<file path="src/rtl/b06_req_pkg.sv">
// Shared types and constants for the b06 interrupt requester.
package b06_req_pkg;

  typedef enum logic [1:0] {
    ST_IDLE = 2'd0,
    ST_REQ  = 2'd1,
    ST_REL  = 2'd2
  } state_t;

  localparam int DEF_DEPTH   = 4;
  localparam int DEF_TIMEOUT = 15;
  localparam int DEF_CNT_W   = 8;
  localparam int DEF_PTR_W   = $clog2(DEF_DEPTH);

  // Pointer width for a FIFO of the given depth (never narrower than one bit).
  function automatic int ptr_w(input int depth);
    return (depth > 1) ? $clog2(depth) : 1;
  endfunction

endpackage

</file>
<file path="src/rtl/b06_req_wdog.sv">
// Watchdog for the REQ phase: a loadable down-counter.
// clear reloads it with TIMEOUT-1; enable counts one REQ cycle down.
// expired is high once TIMEOUT REQ cycles have elapsed since the last clear.
module b06_req_wdog
  import b06_req_pkg::*;
#(
  parameter int TIMEOUT = DEF_TIMEOUT
) (
  input  logic clock,
  input  logic reset,
  input  logic clear,
  input  logic enable,
  output logic expired
);

  localparam int W = $clog2(TIMEOUT + 1);
  localparam logic [W-1:0] LOAD = W'(TIMEOUT - 1);
  localparam logic [W-1:0] ONE  = W'(1);

  logic [W-1:0] cnt_reg;

  // Reload on REQ entry, then count down and saturate at zero.
  always_ff @(posedge clock) begin
    if (reset) begin
      cnt_reg <= '0;
    end else if (clear) begin
      cnt_reg <= LOAD;
    end else if (enable && (cnt_reg != '0)) begin
      cnt_reg <= cnt_reg - ONE;
    end
  end

  assign expired = (cnt_reg == '0);

endmodule

</file>
<file path="src/rtl/b06_irq_requester.sv">
// Initiator side of the b06 interrupt handshake: request FIFO plus a
// Moore FSM driving eql/cont_eql toward the b06 handler.
// Build option B06_REQ_TIMEOUT_EN: when defined, a watchdog aborts a REQ
// phase after TIMEOUT cycles without ackout; otherwise REQ waits forever
// and timeout_err is constant 0.
module b06_irq_requester
  import b06_req_pkg::*;
#(
  parameter int DEPTH   = DEF_DEPTH,
  parameter int TIMEOUT = DEF_TIMEOUT,
  parameter int CNT_W   = DEF_CNT_W
) (
  input  logic             clock,
  input  logic             reset,
  input  logic             start,
  input  logic             req_code,
  input  logic             ackout,
  output logic             eql,
  output logic             cont_eql,
  output logic             busy,
  output logic             done,
  output logic             timeout_err,
  output logic             overflow,
  output logic [CNT_W-1:0] req_count
);

  localparam int PTR_W = ptr_w(DEPTH);
  localparam int FILL_W = PTR_W + 1;
  localparam logic [PTR_W-1:0]  PTR_ONE  = PTR_W'(1);
  localparam logic [FILL_W-1:0] FILL_ONE = FILL_W'(1);
  localparam logic [FILL_W-1:0] FILL_MAX = FILL_W'(DEPTH);
  localparam logic [CNT_W-1:0]  CNT_ONE  = CNT_W'(1);

  logic              fifo_mem [DEPTH];
  logic [PTR_W-1:0]  wr_ptr_reg;
  logic [PTR_W-1:0]  rd_ptr_reg;
  logic [FILL_W-1:0] fill_reg;
  logic [FILL_W-1:0] fill_next;
  logic              fifo_empty;
  logic              fifo_full;
  logic              pop;
  logic              push;

  state_t            state_reg;
  logic              success_reg;

  assign fifo_empty = (fill_reg == '0);
  assign fifo_full  = (fill_reg == FILL_MAX);
  // IDLE pops whenever something is queued; a pop frees a slot for a
  // same-cycle push even when the FIFO is full.
  assign pop  = (state_reg == ST_IDLE) && !fifo_empty;
  assign push = start && (!fifo_full || pop);

  // Occupancy after this edge.
  always_comb begin
    fill_next = fill_reg;
    if (push && !pop) begin
      fill_next = fill_reg + FILL_ONE;
    end else if (pop && !push) begin
      fill_next = fill_reg - FILL_ONE;
    end
  end

  // Request storage; the head is read out registered into cont_eql.
  always_ff @(posedge clock) begin
    if (push) begin
      fifo_mem[wr_ptr_reg] <= req_code;
    end
  end

  // FIFO pointers, occupancy and the sticky overflow flag.
  always_ff @(posedge clock) begin
    if (reset) begin
      wr_ptr_reg <= '0;
      rd_ptr_reg <= '0;
      fill_reg   <= '0;
      overflow   <= 1'b0;
    end else begin
      if (push) begin
        wr_ptr_reg <= wr_ptr_reg + PTR_ONE;
      end
      if (pop) begin
        rd_ptr_reg <= rd_ptr_reg + PTR_ONE;
      end
      fill_reg <= fill_next;
      if (start && fifo_full && !pop) begin
        overflow <= 1'b1;
      end
    end
  end

`ifdef B06_REQ_TIMEOUT_EN
  logic wdog_expired;

  b06_req_wdog #(
    .TIMEOUT (TIMEOUT)
  ) u_wdog (
    .clock   (clock),
    .reset   (reset),
    .clear   (pop),
    .enable  (state_reg == ST_REQ),
    .expired (wdog_expired)
  );
`else
  logic unused_timeout;
  assign unused_timeout = ^TIMEOUT;
  assign timeout_err    = 1'b0;
`endif

  // Handshake FSM with registered Moore outputs.
  always_ff @(posedge clock) begin
    if (reset) begin
      state_reg   <= ST_IDLE;
      success_reg <= 1'b0;
      eql         <= 1'b0;
      cont_eql    <= 1'b0;
      busy        <= 1'b0;
      done        <= 1'b0;
      req_count   <= '0;
`ifdef B06_REQ_TIMEOUT_EN
      timeout_err <= 1'b0;
`endif
    end else begin
      done <= 1'b0;
`ifdef B06_REQ_TIMEOUT_EN
      timeout_err <= 1'b0;
`endif
      case (state_reg)
        ST_IDLE: begin
          if (pop) begin
            state_reg   <= ST_REQ;
            eql         <= 1'b1;
            cont_eql    <= fifo_mem[rd_ptr_reg];
            success_reg <= 1'b0;
            busy        <= 1'b1;
          end else begin
            busy <= (fill_next != '0);
          end
        end
        ST_REQ: begin
          busy <= 1'b1;
          // ackout wins over a watchdog expiring on the same edge.
          if (ackout) begin
            state_reg   <= ST_REL;
            eql         <= 1'b0;
            success_reg <= 1'b1;
          end
`ifdef B06_REQ_TIMEOUT_EN
          else if (wdog_expired) begin
            state_reg   <= ST_REL;
            eql         <= 1'b0;
            timeout_err <= 1'b1;
          end
`endif
        end
        ST_REL: begin
          if (!ackout) begin
            state_reg <= ST_IDLE;
            busy      <= (fill_next != '0);
            if (success_reg) begin
              done      <= 1'b1;
              req_count <= req_count + CNT_ONE;
            end
          end else begin
            busy <= 1'b1;
          end
        end
        default: begin
          state_reg <= ST_IDLE;
          eql       <= 1'b0;
        end
      endcase
    end
  end

endmodule

</file>
<file path="config.mk">
export PLATFORM = sky130hd
export DESIGN_NAME = b06_irq_requester
export DESIGN_NICKNAME = d
export VERILOG_FILES = /design/src/rtl/b06_req_pkg.sv /design/src/rtl/b06_req_wdog.sv /design/src/rtl/b06_irq_requester.sv
export SDC_FILE = /design/constraint.sdc
export NUM_CORES = 1
export LEC_CHECK = 0
export ABC_CLOCK_PERIOD_IN_PS = 2400
export CORE_MARGIN = 1
export CORE_UTILIZATION = 40
export CTS_BUF_LIST = sky130_fd_sc_hd__clkbuf_16
export CTS_CLUSTER_DIAMETER = 60
export DETAILED_ROUTE_END_ITERATION = 12
export SYNTH_ARGS = -nofsm -noshare
export SYNTH_HDL_FRONTEND = slang
export SYNTH_SLANG_ARGS = --single-unit
</file>
<file path="constraint.sdc">
create_clock -name clock -period 2.4 [get_ports clock]
set_clock_uncertainty 0.15 [all_clocks]
set_input_delay 0.24 -clock clock [delete_from_list [all_inputs] [get_ports clock]]
set_output_delay 0.24 -clock clock [all_outputs]
set_load 0.005 [all_outputs]
</file>
==> out/results.ini, run 1 <==
[critical_path]
rrSetupSlack_ns=0.31
crit_slowest_cell=dfxtp_1
r2r_end=busy$_SDFFE_PP0P_
worstPathMaxFanout=10
rr_startpoint=fill_reg[1]$_SDFF_PP0_
arrival_ns=2.11
cp_data_required_time_ns=2.42
slowest_delay_ns=0.40
worstSetupStartpointType=flop
endpoint_kind=flop
cp-endpoint=busy$_SDFFE_PP0P_
worstPathCellList=inv_1 -> ha_1 -> or3_1 -> a32oi_1 -> xnor2_1 -> nor4_2 -> a211oi_1
path_class=reg -> reg
reg2regPathDepth=7
crit_start=fill_reg[1]$_SDFF_PP0_

[power_and_ir_drop]
sw_frac_of_total_pct=32.20
internal_power_mw=1.014
power_density_nw_per_um2=935.4
netSwitchingPower_mw=0.4817
p_seq_share_pct=41.7
peakVddDrop_mv=0.3855
p_comb_share_pct=33.9
cellLeakagePower_nw=0.5999
clkPwrFrac_pct=24.5

[routing]
dr.pass1.iters=4
drc=0
drt-vias-per-instance=4.883
wl_per_cell_um=11.78
drtIter0Drc=34
wirelength_um=2320
vias=962
drtAntennaViolNets=0

[floorplanning]
rows=20
core_um2=3103
die_h_um=59.80
initial_core_util_pct=43.06
die_area_um2=3576
ios=19
die_w_um=59.80

[timing]
relSlewSlack_pct=66.61
final.period_utilization_pct=86.89
fmax_mhz=479.5
setup_viol=0
worst_pin_slew_ns=0.4985
timing.final.crit_period_ns=2.085
final-hold-violation-count=0
grt_setup_unrepaired=false
fin_setup_tns_ns=0
drv_slew=0
timing.final.ws_setup_ns=0.3147

[finish]
antennaDiodeCount=0
largest_register_ffs=8
final_cell_mix=dfxtp_1 (23), nor2_1 (22), clkdlybuf4s50_1 (17)
fin_cells=197
final_common_cell=dfxtp_1
nFillCells=311
drive_gt1_share_pct=5.882
seqCellArea_um2=580.6
area_growth_pct=19.66
finalInstanceArea_um2=1599
multi_input_area_um2=684.4
nets=167

[clock_tree]
cts_root_buf=clkbuf_16
cts.sinks=27
htreeDepth=1
cts_inserted_buffers=3
clock_latency_ns=0.26
cts_tree=yes
ctsResizeCount=0
cts_setup_buffers=0
clk_pin_slew_ns=0.06
ctsHoldBuffers=0
clk_path_buf_depth=2

[synth]
avgSynthCellArea_um2=9.545
ys_seq_elements=27
synth_ff_type=dfxtp_1
syn_nets=153
synth_edf_count=4
synth_cell_types=43
synthArstFlopShare_pct=0
ys_seq_area_share_pct=43.45
yosys_warnings=0
synthCells=140
syn_area_um2=1336

[global_route]
track_usage_pct=14.09
grt-ovfl-total=0
antenna_found_initial=0
grt_pass1_vias=845
grt_start_max_net_pins=15
grt_pass1_wl_um=3753

[place]
dp_cells=193
place_ws_ns=0.2514
io_buffers=17
dp_hpwl_um=1624
dpl-instance-area_um2=1520
gp_congestion=0.9361

[worst_hold_path]
min_path_type=reg -> reg

[run]
maxCapViolations=0

[status]
outcome=complete, no violations

-- synthesized netlist by cell type, drive strengths merged (5+ instances only) --
library cell  number  share of area, %
buf                5               2.5
dfxtp             23                34
ha                 8               7.5
inv                6               1.7
nand2              5               1.4
nor2              22               6.2
nor2b              5               2.3
xnor2              6               3.9
xor2               6               3.9
-- per-layer routing --
metal / GRT usage (%) / part of all wire [%] / up-vias / wire length (um)
li1: - / - / 513 / -
met1: 16.67 / 51 / 431 / 1173
met2: 24.60 / 46 / 16 / 1067
met3: 3.463 / 2.7 / 2 / 62
met4: 4.983 / 0.73 / 0 / 17
met5: 0 / 0 / - / 0
-- power by group through the flow --
stage | Clock, mW | Combinational, mW | Sequential, mW
finish | 0.366 | 0.506 | 0.624
global route | 0.398 | 0.566 | 0.637
CTS | 0.379 | 0.509 | 0.625
detailed placement | 0 | 0.506 | 0.634
global placement | 0 | 0.502 | 0.632
floorplan | 0 | 0.421 | 0.597
-- how the worst min path moves through the flow --
stage | start | cells after the start | to
3_3_place_gp | overflow$_SDFFE_PP0P_ | 2 | overflow$_SDFFE_PP0P_
4_1_cts | cont_eql$_SDFFE_PP0P_ | 2 | cont_eql$_SDFFE_PP0P_
2_1_floorplan | reset | 1 | done$_SDFF_PP0_
3_5_place_dp | overflow$_SDFFE_PP0P_ | 2 | overflow$_SDFFE_PP0P_
6_report | overflow$_SDFFE_PP0P_ | 2 | overflow$_SDFFE_PP0P_
5_1_grt | overflow$_SDFFE_PP0P_ | 2 | overflow$_SDFFE_PP0P_
-- cell type report --
type	instances	share of cell area [%]
clock inverters	1	0.2347
clock buffers	3	4.695
flip-flops and latches	27	36.31
inverters	6	1.408
repair buffers	18	11.11
well taps	44	3.443
multi-input cells	98	42.80
-- worst max-delay path, delay by kind of cell, from the launching register on --
kind	cells	cell delay (ns)
buffers and inverters	1	0.10
adders and majority gates	1	0.30
DFF	1	0.40
xor gates and xnor gates	1	0.18
AOI/OAI and AO/OA	2	0.46
and+or+nand+nor	2	0.41
-- through the flow --
step,power (mW),hold WS (ns),utilization [%]
floorplan,1.018,0.1616,-
global placement,1.134,0.3079,48.99
detailed placement,1.141,0.3194,48.99
CTS,1.513,0.3345,51.53
global route,1.601,0.3510,51.53
finish,1.496,0.3224,51.53
-- logic make-up after synthesis --
kind of cell	share of synthesized area, %
fa+ha+maj	7.491
simple gates	20.51
flops	43.45
xor+xnor	7.865
mux	4.775
compound gates	10.30
buf+inv	5.336
other cells	0.2806
No activity file was read; power rests on OpenSTA's default activity.
==> inputs of run 2 (changes only) <==
CORE_UTILIZATION = 53   (was 40)
PLACE_DENSITY = 0.78   (was not set)
SETUP_SLACK_MARGIN = 0.4   (was not set)
==> run 2 against run 1 <==
Effect of this change:
- global-route usage up 6.4 points
- wire length is 2.1% lower
- critical path depth stayed put
- via count increased by 3.8%
- maximum frequency up 6.7%
- clock power up 1%
- sequential power about the same
- largest cell class unchanged
- highest routed layer unchanged
==> out/results.ini, run 2 (synthesized netlist as in run 1, its figures left out) <==
[global_route]
grt-ovfl-total=0  ; unchanged
top_usage_layer=met2
grt_pass1_vias=955  ; +13%
antenna_found_initial=0  ; unchanged
use_met2_pct=35.90  ; +11 points
grt_use_met1_pct=24.00  ; +7.3 points
grtUsageMet3_pct=2.899  ; -0.56 points
track_usage_pct=20.45  ; +6.4 points
grt_start_max_net_pins=16  ; +1
grt_pass1_wl_um=4091  ; +9.0%

[power_and_ir_drop]
power_density_nw_per_um2=958.7  ; +2.5%
cellLeakagePower_nw=0.6038  ; +0.64%
peakVddDrop_mv=0.6058  ; +57%

[finish]
finalInstanceArea_um2=1610  ; +0.70%
seqCellArea_um2=583.1  ; +0.43%
antennaDiodeCount=0  ; unchanged
multi_input_area_um2=713.2  ; +4.2%
area_growth_pct=20.51
fin_cells=181  ; -8.1%
nFillCells=172  ; -45%
drive_gt1_share_pct=11.11  ; +5.2 points
final_cell_mix=nor2_1 (21), dfxtp_1 (21), clkdlybuf4s50_1 (17)
nets=167  ; unchanged
largest_register_ffs=8  ; unchanged

[place]
place_ws_ns=0.2935  ; +0.04207 ns
dp_hpwl_um=1578  ; -2.8%
dpl-instance-area_um2=1500  ; -1.3%
gp_congestion=0.9134  ; -2.4%
io_buffers=17  ; unchanged
dp_cells=177  ; -8.3%

[routing]
drtAntennaViolNets=0  ; unchanged
wl_per_cell_um=12.55  ; +6.6%
drt-vias-per-instance=5.519  ; +13%
dr.pass1.iters=4  ; unchanged
drc=0  ; unchanged
wirelength_um=2272  ; -2.1%
drtIter0Drc=13  ; -62%
vias=999  ; +3.8%

[timing]
fin_setup_tns_ns=0  ; unchanged
hold_ws_ns=0.3316  ; +0.009111 ns
timing.final.crit_period_ns=1.953  ; -0.1318 ns
final-hold-violation-count=0  ; unchanged
worst_pin_slew_ns=0.5335  ; +0.03509 ns
timing.final.ws_setup_ns=0.4465  ; +0.1318 ns
setup_viol=0  ; unchanged
fmax_mhz=511.9  ; +6.7%
final.period_utilization_pct=81.40  ; -5.5 points
relSlewSlack_pct=63.51  ; -3.1 points
drv_slew=0  ; unchanged
grt_setup_unrepaired=true

[clock_tree]
clk_path_buf_depth=2  ; unchanged
ctsHoldBuffers=0  ; unchanged
clk_pin_slew_ns=0.07  ; about the same
cts_inserted_buffers=3  ; unchanged
cts.sinks=27  ; unchanged
cts_root_buf=clkbuf_16
cts_setup_buffers=0  ; unchanged
cts_tree=yes
clock_latency_ns=0.26  ; about the same
htreeDepth=1  ; unchanged
ctsResizeCount=1  ; +1

[critical_path]
worstPathCellList=inv_1 -> ha_2 -> or3_1 -> a32oi_2 -> xnor2_1 -> nor4_2 -> a211oi_2
endpoint_kind=flop
worstPathMaxFanout=10  ; unchanged
cp_data_required_time_ns=2.38  ; -0.04 ns
path_class=reg -> reg
arrival_ns=1.93  ; -0.18 ns
slowest_delay_ns=0.37  ; -0.03 ns
worstSetupStartpointType=flop
crit_slowest_cell=dfxtp_2

[floorplanning]
die_area_um2=2726  ; -24%
core_um2=2297  ; -26%
initial_core_util_pct=58.17  ; +15 points
die_h_um=52.21  ; -13%
ios=19  ; unchanged
die_w_um=52.21  ; -13%
rows=17  ; -15%

[run]
maxCapViolations=0  ; unchanged

[status]
outcome=complete, no violations

[worst_hold_path]
min_path_type=reg -> reg

[run 2: layout make-up]
cell class                 count  area share, %
sequential                    27          36.21
timing repair buffer          18          11.03
multi-input combinational     98          44.29
clock buffer                   3          4.662
inverter                       6          1.399
tap                           28          2.176
clock inverter                 1         0.2331
[run 2: path summary, 6_finish.rpt]
check | slack, ns | end | depth (start not counted) | from
setup / recovery | 0.45 | busy$_SDFFE_PP0P_ | 7 | fill_reg[1]$_SDFF_PP0_
hold / removal | 0.33 | cont_eql$_SDFFE_PP0P_ | 2 | cont_eql$_SDFFE_PP0P_
setup reg to reg | 0.45 | busy$_SDFFE_PP0P_ | 7 | fill_reg[1]$_SDFF_PP0_
hold reg to reg | 0.33 | cont_eql$_SDFFE_PP0P_ | 2 | cont_eql$_SDFFE_PP0P_
[run 2: where the power goes]
| group | leakage [nW] | switching (mW) | total, mW | internal [mW] |
|---|---|---|---|---|
| combinational | 0.336 | 0.270 | 0.547 | 0.277 |
| clock | 0.0423 | 0.148 | 0.371 | 0.223 |
| sequential | 0.225 | 0.0880 | 0.626 | 0.538 |
| total | 0.604 | 0.506 | 1.54 | 1.04 |
[run 2: stage by stage]
| step | total power, mW | utilization (%) |
|---|---|---|
| floorplan | 1.018 | - |
| global placement | 1.117 | 65.31 |
| detailed placement | 1.132 | 65.31 |
| CTS | 1.509 | 68.85 |
| global route | 1.648 | 70.10 |
| finish | 1.544 | 70.10 |
[run 2: worst max-delay path, delay by kind of cell (launching register included)]
| kind | cells | cell delay, ns |
|---|---|---|
| AND/OR/NAND/NOR | 2 | 0.58 |
| flip-flops | 1 | 0.37 |
| AO/OA/AOI/OAI | 2 | 0.27 |
| adder cells (fa/ha/maj) | 1 | 0.24 |
| XOR/XNOR | 1 | 0.12 |
| buffers and inverters | 1 | 0.08 |
[run 2: layer usage]
metal / vias up / routed length (um)
met1: 475 / 1081
li1: 507 / -
met2: 15 / 1091
met3: 2 / 75
met5: - / 0
met4: 0 / 23
